$ cat src/rtl/cv32e40p_breakage_monitor_mc.sv
// Multi-channel breakage monitor for triplicated pipeline sub-blocks.
// Per channel: saturating leaky-bucket error counter plus a health FSM.
module cv32e40p_breakage_monitor_mc #(
  parameter int N_CH               = 6,
  parameter int COUNT_BIT          = 8,
  parameter int INC_DEC_BIT        = 2,
  parameter int INCREMENT          = 1,
  parameter int DECREMENT          = 1,
  parameter int BREAKING_THRESHOLD = 3,
  parameter int DECAY_PERIOD       = 4,
  parameter int STICKY             = 1,
  localparam int SW = (N_CH > 1) ? $clog2(N_CH) : 1
) (
  input  logic                 clk,
  input  logic                 rst,
  input  logic [N_CH-1:0]      valid_i,
  input  logic [N_CH-1:0]      err_i,
  input  logic [N_CH-1:0]      clear_i,
  output logic [N_CH-1:0]      broken_o,
  output logic [N_CH-1:0]      suspect_o,
  output logic [N_CH-1:0]      broken_event_o,
  output logic                 any_broken_o,
  input  logic [SW-1:0]        sel_i,
  output logic [COUNT_BIT-1:0] count_o
);

  localparam int TW = (DECAY_PERIOD > 1) ? $clog2(DECAY_PERIOD) : 1;
  localparam int CW = COUNT_BIT + 1;

  if (INCREMENT < 1 || INCREMENT >= (1 << INC_DEC_BIT)) begin : g_bad_inc
    $error("INCREMENT out of range");
  end
  if (DECREMENT < 1 || DECREMENT >= (1 << INC_DEC_BIT)) begin : g_bad_dec
    $error("DECREMENT out of range");
  end
  if (BREAKING_THRESHOLD > (1 << COUNT_BIT) - 1) begin : g_bad_th
    $error("BREAKING_THRESHOLD out of range");
  end
  if (DECAY_PERIOD < 1) begin : g_bad_dp
    $error("DECAY_PERIOD must be >= 1");
  end

  typedef enum logic [1:0] {
    ST_OK,
    ST_SUSPECT,
    ST_BROKEN
  } state_e;

  logic [COUNT_BIT-1:0] cnt_q [N_CH];
  logic [COUNT_BIT-1:0] cnt_d [N_CH];
  logic [TW-1:0]        tmr_q [N_CH];
  logic [TW-1:0]        tmr_d [N_CH];
  state_e               st_q  [N_CH];
  state_e               st_d  [N_CH];
  logic [N_CH-1:0]      ev_q;
  logic [N_CH-1:0]      ev_d;

  // Next counter, decay timer, state and entry pulse for every channel
  always_comb begin
    logic [CW-1:0] inc_w;
    logic [CW-1:0] dec_w;
    logic          frozen;
    inc_w  = '0;
    dec_w  = '0;
    frozen = 1'b0;
    ev_d   = '0;
    for (int i = 0; i < N_CH; i++) begin
      cnt_d[i] = cnt_q[i];
      tmr_d[i] = tmr_q[i];
      st_d[i]  = st_q[i];
      inc_w    = {1'b0, cnt_q[i]} + CW'(INCREMENT);
      dec_w    = {1'b0, cnt_q[i]} - CW'(DECREMENT);
      frozen   = (STICKY != 0) && (st_q[i] == ST_BROKEN);
      if (clear_i[i]) begin
        cnt_d[i] = '0;
        tmr_d[i] = '0;
        st_d[i]  = ST_OK;
      end else if (!frozen) begin
        if (valid_i[i] && err_i[i]) begin
          cnt_d[i] = inc_w[COUNT_BIT] ? '1 : inc_w[COUNT_BIT-1:0];
          tmr_d[i] = '0;
        end else if (valid_i[i]) begin
          if (tmr_q[i] == TW'(DECAY_PERIOD - 1)) begin
            cnt_d[i] = dec_w[COUNT_BIT] ? '0 : dec_w[COUNT_BIT-1:0];
            tmr_d[i] = '0;
          end else begin
            tmr_d[i] = tmr_q[i] + TW'(1);
          end
        end
        // BROKEN only leaves through a zero count (hysteresis)
        if (cnt_d[i] == '0) begin
          st_d[i] = ST_OK;
        end else if (st_q[i] == ST_BROKEN) begin
          st_d[i] = ST_BROKEN;
        end else if (cnt_d[i] >= COUNT_BIT'(BREAKING_THRESHOLD)) begin
          st_d[i] = ST_BROKEN;
        end else begin
          st_d[i] = ST_SUSPECT;
        end
      end
      ev_d[i] = (st_d[i] == ST_BROKEN) && (st_q[i] != ST_BROKEN);
    end
  end

  // Per-channel state registers
  always_ff @(posedge clk or posedge rst) begin
    if (rst) begin
      for (int i = 0; i < N_CH; i++) begin
        cnt_q[i] <= '0;
        tmr_q[i] <= '0;
        st_q[i]  <= ST_OK;
      end
      ev_q <= '0;
    end else begin
      for (int i = 0; i < N_CH; i++) begin
        cnt_q[i] <= cnt_d[i];
        tmr_q[i] <= tmr_d[i];
        st_q[i]  <= st_d[i];
      end
      ev_q <= ev_d;
    end
  end

  // State decode and count readout mux
  always_comb begin
    broken_o  = '0;
    suspect_o = '0;
    count_o   = '0;
    for (int i = 0; i < N_CH; i++) begin
      broken_o[i]  = (st_q[i] == ST_BROKEN);
      suspect_o[i] = (st_q[i] == ST_SUSPECT);
      if (sel_i == SW'(i)) begin
        count_o = cnt_q[i];
      end
    end
  end

  assign broken_event_o = ev_q;
  assign any_broken_o   = |broken_o;

endmodule

$ cat config.mk
export PLATFORM = sky130hd
export DESIGN_NAME = cv32e40p_breakage_monitor_mc
export DESIGN_NICKNAME = d
export VERILOG_FILES = /design/src/rtl/cv32e40p_breakage_monitor_mc.sv
export SDC_FILE = /design/constraint.sdc
export NUM_CORES = 1
export LEC_CHECK = 0
export CORE_MARGIN = 2
export CORE_UTILIZATION = 30
export CTS_BUF_LIST = sky130_fd_sc_hd__clkbuf_4 sky130_fd_sc_hd__clkbuf_8 sky130_fd_sc_hd__clkbuf_16
export DETAILED_ROUTE_END_ITERATION = 16
export GPL_ROUTABILITY_DRIVEN = 1
export SLEW_MARGIN = 20
export SYNTH_ARGS = -nofsm -noshare
export SYNTH_HDL_FRONTEND = slang
export SYNTH_SLANG_ARGS = --single-unit
$ cat constraint.sdc
create_clock -name clk -period 3.4 [get_ports clk]
set_clock_uncertainty 0.05 [all_clocks]
set_input_delay 0.68 -clock clk [delete_from_list [all_inputs] [get_ports clk]]
set_output_delay 0.68 -clock clk [all_outputs]
set_load 0.005 [all_outputs]
After elaboration in Yosys (flattened, before gate mapping). Cells that the tools add are included.

Register bits: 78. Output and inout bits: 27. Word-level logic and storage cells: 230.

Equal/unequal tests: 41. Mux-type cells: 114. Reduce and logical (&&, ||, !) cells: 32. Add/subtract/negate cells: 18. Order comparisons: 6.

Operator list (count): 8-bit two-way mux (60); 2-bit two-way mux (54); 8-bit by 1-bit adder with 9-bit output (second input constant) (6); 8-bit by 1-bit subtractor with 9-bit output (second input constant) (6); 8-bit by 2-bit >= comparator with 1-bit output (second input constant) (6); 8-bit zero test (6); 2-bit == test (second input constant) (18); 2-bit inequality test (second input constant) (12); 3-bit nonzero test (6); 2-bit by 1-bit adder with 2-bit output (second input constant) (6); 2-bit by 1-bit == test with 1-bit output (second input constant) (6); 1-bit logical AND (12); 2-bit AND reduction (6); 3-bit by 2-bit == test with 1-bit output (second input constant) (2); 3-bit == test (second input constant) (2); 6-bit OR reduction (1); 3-bit by 1-bit == test with 1-bit output (second input constant) (1); 3-bit zero test (1).

Logic depth before layout (Yosys ltp). Gate-level depths: netlist of run 1.

Depth after elaboration: 14. Mapped depth: 9. Mapped depth without buffers: 8.

Least setup slack after synthesis of run 1. No wires, ideal clock.

Path kind: in2out. Start point: in sel_i[0]. End point: out count_o[1]. Arrival: 2.058 ns. Stages on the path: 5. Setup slack: 0.612 ns. Required time: 2.670 ns. Cells stage by stage: clkbuf_1 -> clkbuf_1 -> mux2i_1 -> nor2_1 -> mux2_2.

Cells in the longest elaborated chain, start to end: 7. Elaborated cells between the ends (all ways): 12. Classes of those cells: eq/ne: 5; mux: 6; reduce/logical: 1.

Ends and longest elaborated chain: from (decl) (line 23) `input logic [SW-1:0] sel_i,`; 3-bit zero test (line 132) `if (sel_i == SW'(i)) begin`; 8-bit two-way mux (5 in series) (line 132); 8-bit two-way mux (*) (line 132); to (decl) (line 24) `output logic [COUNT_BIT-1:0] count_o`.

Every way passes the cells marked *; elsewhere a longest branch is shown, timed or not.

Worst setup path in the final report of run 1. Same ends and word-level chain as after synthesis.

==> results of run 1 <==
## per-stage QoR
stage | util (%) | setup slack, ns | power [mW] | std cells
floorplan | - | 0.612 | 2.17 | 905
global placement | 34.1 | 0.0845 | 2.68 | 1195
detailed placement | 34.1 | 0.0824 | 2.69 | 1195
CTS | 35.6 | 0.0795 | 3.87 | 1211
global route | 35.7 | 0.00300 | 4.10 | 1211
finish | 35.7 | 0.110 | 3.85 | 1211
## worst max-delay path: cells and delay by family
kind / cells / cell delay [ns]
buffers and inverters: 3 / 1.10
multiplexers: 2 / 0.77
## flip-flops by register name (all words and copies together), names as in the netlist
signal          cells
cnt_q              48
st_q               12
tmr_q              12
broken_event_o      6
## per-layer routing
layer | up-vias | track usage (%)
met5 | - | 0
met4 | 0 | 4.94
met3 | 19 | 3.01
met2 | 227 | 27.1
met1 | 3381 | 23.7
li1 | 3418 | -
## cells in the final DEF (no fill, tap or decap), drive strengths merged, types with 18 or more instances in the layout
master and instances:
a21oi 75, buf 34, inv 27, nor2 85
a211oi 26, nand3 37, nand4 23, and3 18
clkdlybuf4s50 49, o21ai 38, dfrtp 78, nor4 22
nand2 89, ha 18, nor3 33, a31oi 21
## repair_timing
| action | 4_1_cts | 5_1_grt |
|---|---|---|
| hold endpoints to repair | 0 | 0 |
| gates resized for setup | 0 | 1 |
| setup endpoints to repair | 0 | 1 |
## cell type report
class                      count  area share, %
multi-input combinational    718           55.9
clock buffer                  13           3.33
inverter                      31           1.46
clock inverter                 3           1.12
sequential                    78           24.2
tap                          285           4.43
timing repair buffer          83           9.57
## worst min-delay path by stage
stage                     slack [ns]      start   endpoint
after floorplan                 0.44  tmr_q[11]  tmr_q[11]
after global placement          0.45  tmr_q[11]  tmr_q[11]
after detailed placement        0.46  tmr_q[11]  tmr_q[11]
after CTS                       0.48  tmr_q[11]  tmr_q[11]
after global routing            0.51   tmr_q[5]   tmr_q[5]
final                           0.47   tmr_q[5]   tmr_q[5]
## logic make-up (layout without fill, tap and decap cells)
family	after synthesis	count (layout)	synth area share [%]
simple gates	402	402	31.0
fa+ha+maj	18	18	3.27
xor+xnor	12	12	1.53
compound gates	264	264	25.9
mux	22	22	3.64
flops	78	78	28.4
buf+inv	109	130	6.35
## report_power, final
group | internal, mW | total, mW | switching, mW
registers | 1.06 | 1.31 | 0.254
clock network | 0.774 | 1.17 | 0.394
logic | 0.614 | 1.37 | 0.757
total | 2.45 | 3.85 | 1.41
==> key figures, run 1 <==
Layout
  • Register Area: 0.00195 mm^2
  • Final nets: 962
  • Area growth from synthesis to layout: 17.0%
  • Multi-input gate area: 0.00450 mm^2
  • Post-route cell area: 0.00805 mm^2
  • Fillers: 2350
  • Share of cells above drive strength 1: 8.32%
  • ANT cells: 0

Setup path
  • RR Endpoint: broken_event_o[2]
  • CP peak stage delay: 0.50 ns
  • Critical path class: input pin to output pin
  • Startpoint types: input pin
  • Flop2flop setup slack: 0.69 ns
  • Crit path capture: count_o[1]
  • Worst Path Arrival: 2.56 ns
  • Critical path launch point: sel_i[0]
  • Slowest cell on the critical path: mux4_2
  • CP Data Required Time: 2.67 ns
  • R2R depth: 8
  • CP max FO: 6
  • Worst reg2reg path startpoint: cnt_q[25]
  • Crit-path cells: clkdlybuf4s50_1 -> buf_4 -> mux4_2 -> mux2_2 -> clkdlybuf4s50_1
  • Endpoint class of the critical path: output pin
  • Critical Path Most Common Cell: clkdlybuf4s50_1

Hold path
  • Hold depth: 2
  • Min-delay worst type: flop to flop

Clock network
  • Clock transition at the registers of the reported paths: 0.06 ns
  • Clock tree buffer depth: 2
  • CTS Buf Count: 9
  • Root buffer cell: clkbuf_16
  • H-tree depth: 3
  • Clk_lat worst skew: 0.35 ns
  • CTS tree: yes
  • Post-CTS Hold Buffers: 0
  • Setup bufs post-CTS: 0
  • Clock sinks: 78

Synthesis
  • Post-synthesis area per instance: 7.60 um^2
  • Library cells used by synthesis: 81
  • Post-synth ARST share: 100%
  • Syn_nets: 946
  • Sequential area share after synthesis: 28.4%
  • Synth Flop Type: dfrtp_1
  • Synth area leader: dfrtp_1
  • Post-synthesis register bit count: 78
  • Ys Warns: 0
  • Syn Inst Count: 905
  • Post-Synthesis Cell Area: 0.00688 mm^2
  • Top post-synthesis cells by count: nand2_1, nor2_1, dfrtp_1
  • Synth area leaders: dfrtp_1, a21oi_1, nand2_1
  • Most common cell in the synthesized netlist: nand2_1
  • Synth top area share: 28.4%
  • Number of synthesized flops with an enable pin: 0

STA
  • Final Max Slew Viols: 0
  • Setup violators final: 0
  • Tcrit/Tclk final: 96.8%
  • Worst rel slew slack: 47.9%
  • Fin Setup TNS: 0 ns
  • Fmax: 304 MHz
  • Worst hold margin: 0.470 ns
  • RSZ-0062 raised after global routing: false
  • Fin. Hold Viols: 0
  • Worst slew pin tran: 0.775 ns
  • Tmin final: 3.29 ns

Global route
  • GRT overflow: 0
  • Pin count of the biggest net entering global routing: 38
  • Initial antenna violation count: 0
  • GRT Resource Usage Total: 17.0%
  • Vias in the first global route: 6524
  • Global-route wire length before repair: 33.8 mm

Detailed routing
  • Top Metal Used: met4
  • Met2 routed WL: 9.43 mm
  • DRC Markers: 0
  • Vias: 7045
  • Drt initial violations: 794
  • Metal-1 WL: 9.59 mm
  • Antenna Violating Nets Remaining: 0
  • DR WL met3: 1.00 mm
  • Final WL: 20.3 mm
  • WL per Instance: 16.8 um
  • Drt via density: 5.82
  • 1st-pass router iterations: 5

Floorplanning
  • Core area: 0.0226 mm^2
  • I/O Pins: 50
  • Rows: 55
  • Vert. Die Dim: 155 um
  • Die Wd: 155 um
  • Die footprint: 0.0242 mm^2
  • Initial core utilization: 30.5%

Job
  • MaxCap Viol Count: 0

Power and ir drop
  • Leak: 3.18 nW
  • P per Cell Area: 478 mW/mm^2
  • Worst vdd ir: 0.298 mV

Place
  • DP Area: 0.00769 mm^2
  • Post-detail-place hpwl: 14.6 mm
  • IO buf count: 49
  • Gpl congestion: 0.899

Outcome
  • Status: completed
No activity file was read; power rests on OpenSTA's default activity.
==> run 2, diff against run 1 <==
Clock period 3.4 ns to 4.25 ns, I/O delays scaled along.
==> run 2 against run 1 <==
Sequential power shrank 18%. Largest power group is now sequential cells. Register-to-register slack gained 0.82 ns. Worst setup slack gained 0.19 ns. Via count shrank 0.84%.
==> key figures, run 2 (synthesized netlist as in run 1, its figures left out) <==
Layout
  • Area growth from synthesis to layout: 13.7% (was 17.0%)
  • ANT cells: 0 (unchanged)
  • Commonest non-fill, non-tap cell in the layout: nand2_1 (unchanged)
  • Most frequent cells in the layout: nand2_1, nor2_1, dfrtp_1 (unchanged)
  • Share of cells above drive strength 1: 5.76% (was 8.32%)
  • Biggest register: cnt_q (unchanged)
  • Final nets: 938 (was 962)
  • Top Registers: cnt_q (48), st_q (12), tmr_q (12) (unchanged)
  • Fillers: 2391 (was 2350)
  • Max reg flops: 48 (unchanged)

Setup path
  • Startpoint types: input pin (unchanged)
  • Endpoint class of the critical path: output pin (unchanged)
  • CP Data Required Time: 3.35 ns (was 2.67 ns)
  • Slowest cell on the critical path: clkdlybuf4s50_1 (was mux4_2)
  • CP max FO: 11 (was 6)
  • Crit-path cells: clkdlybuf4s50_1 -> buf_4 -> mux2i_1 -> nor2_1 -> a21oi_1 -> o221ai_1 -> clkdlybuf4s50_1 (was clkdlybuf4s50_1 -> buf_4 -> mux4_2 -> mux2_2 -> clkdlybuf4s50_1)
  • Critical path class: input pin to output pin (unchanged)
  • Critical Path Most Common Cell: clkdlybuf4s50_1 (unchanged)
  • Worst Path Arrival: 3.05 ns (was 2.56 ns)
  • CP peak stage delay: 0.74 ns (was 0.50 ns)

STA
  • Setup violators final: 0 (unchanged)
  • Fin Setup TNS: 0 ns (unchanged)
  • Worst slew pin tran: 0.773 ns (was 0.775 ns)
  • RSZ-0062 raised after global routing: false (unchanged)
  • Final Max Slew Viols: 0 (unchanged)
  • Tcrit/Tclk final: 92.9%
  • Tmin final: 3.95 ns
  • Fin. Hold Viols: 0 (unchanged)
  • Worst rel slew slack: 48.1% (was 47.9%)
  • Fmax: 253 MHz

Global route
  • M2 GR Usage: 26.6% (was 27.1%)
  • Grt met1 use: 23.3% (was 23.7%)
  • GRT Resource Usage Total: 16.8% (was 17.0%)
  • Initial antenna violation count: 0 (unchanged)
  • Routing usage on met3: 2.90% (was 3.01%)
  • GR peak layer: met2 (unchanged)
  • Pin count of the biggest net entering global routing: 38 (unchanged)
  • Vias in the first global route: 6460 (was 6524)
  • Global-route wire length before repair: 33.6 mm (was 33.8 mm)
  • GRT overflow: 0 (unchanged)

Floorplanning
  • Die Wd: 155 um (unchanged)
  • Die footprint: 0.0242 mm^2 (unchanged)
  • Initial core utilization: 30.5% (unchanged)
  • Rows: 55 (unchanged)
  • Core area: 0.0226 mm^2 (unchanged)
  • I/O Pins: 50 (unchanged)
  • Vert. Die Dim: 155 um (unchanged)

Detailed routing
  • Vias: 6986 (was 7045)
  • 1st-pass router iterations: 6 (was 5)
  • Drt initial violations: 911 (was 794)
  • DRC Markers: 0 (unchanged)
  • Drt via density: 5.89 (was 5.82)
  • Antenna Violating Nets Remaining: 0 (unchanged)
  • Final WL: 19.9 mm (was 20.3 mm)
  • WL per Instance: 16.8 um (about the same)

Hold path
  • Min-delay worst type: flop to flop (unchanged)

Power and ir drop
  • Combinational Power Share: 34.2% (was 35.6%)
  • Clk pwr share: 30.4% (was 30.3%)
  • Final total power: 3.00 mW (was 3.85 mW)
  • Internal: 1.88 mW (was 2.45 mW)
  • P per Cell Area: 384 mW/mm^2 (was 478 mW/mm^2)
  • Leak: 3.04 nW (was 3.18 nW)
  • Worst vdd ir: 0.188 mV (was 0.298 mV)
  • Sw power: 1.13 mW (was 1.41 mW)
  • Sw Share: 37.5% (was 36.5%)
  • Part of the power in registers: 35.5% (was 34.0%)

Clock network
  • H-tree depth: 3 (unchanged)
  • Setup bufs post-CTS: 0 (unchanged)
  • Clock tree buffer depth: 2 (unchanged)
  • Root buffer cell: clkbuf_16 (unchanged)
  • Clock transition at the registers of the reported paths: 0.06 ns (about the same)
  • Resized cells post-CTS: 0 (unchanged)
  • Clock sinks: 78 (unchanged)
  • CTS tree: yes (unchanged)
  • Post-CTS Hold Buffers: 0 (unchanged)
  • Clk_lat worst skew: 0.35 ns (about the same)
  • CTS Buf Count: 9 (unchanged)

Job
  • MaxCap Viol Count: 0 (unchanged)

Outcome
  • Status: completed (unchanged)

Place
  • IO buf count: 49 (unchanged)
  • Post-detail-place hpwl: 14.4 mm (was 14.6 mm)
  • Gpl congestion: 0.899 (about the same)
run 2: changes by cell type in the layout (fill, tap and decap cells not counted), sizes merged:
cell    change
inv         +1
buf        -24
clkbuf      -3
clkinv      +2
run 2: critical path: cells and delay by family:
family	cells	cell delay (ns)
buf+inv	3	1.62
compound gates	2	0.36
mux	1	0.10
simple gates	1	0.10
run 2: final timing paths:
kind / cells after the start / from / end / slack, ns
setup / recovery: 7 / sel_i[0] / count_o[6] / 0.30
hold / removal: 2 / tmr_q[7] / tmr_q[7] / 0.47
setup reg to reg: 8 / cnt_q[25] / broken_event_o[2] / 1.51
hold reg to reg: 2 / tmr_q[7] / tmr_q[7] / 0.47
max in group asynchronous: 3 / rst / cnt_q[0] / 2.52
min in group asynchronous: 2 / rst / cnt_q[35] / 0.85
run 2: layout make-up:
class	instances	area [um^2]	share of cell area, %
timing repair buffer	59	566	7.23
tap	285	357	4.56
clock buffer	10	233	2.97
inverter	31	118	1.50
multi-input combinational	718	4490	57.4
sequential	78	1950	24.9
clock inverter	6	109	1.39
run 2: power by group through the flow:
stage	combinational [mW]	sequential [mW]	clock (mW)
final	1.03	1.07	0.912
after global routing	1.15	1.09	0.963
after CTS	1.03	1.06	0.936
after detailed placement	1.02	1.07	0
after global placement	1.01	1.08	0
after floorplan	0.819	0.918	0
run 2: per-layer routing:
layer  wire length, um  part of all wire, %  vias up
li1                  -                    -     3380
met2              9020                   45      232
met5                 0                    0        -
met1              9380                   47     3339
met3              1020                  5.1       35
met4               488                  2.5        0
run 2: stage by stage:
step | setup WS (ns) | util (%) | instances | area [um^2] | hold WS [ns]
after detailed placement | 0.292 | 33.1 | 1171 | 7480 | 0.461
after CTS | 0.285 | 34.7 | 1187 | 7820 | 0.475
after global placement | 0.294 | 33.1 | 1171 | 7480 | 0.453
after floorplan | 1.12 | - | 905 | 6880 | 0.437
after global routing | 0.194 | 34.7 | 1187 | 7820 | 0.496
final | 0.302 | 34.7 | 1187 | 7820 | 0.466
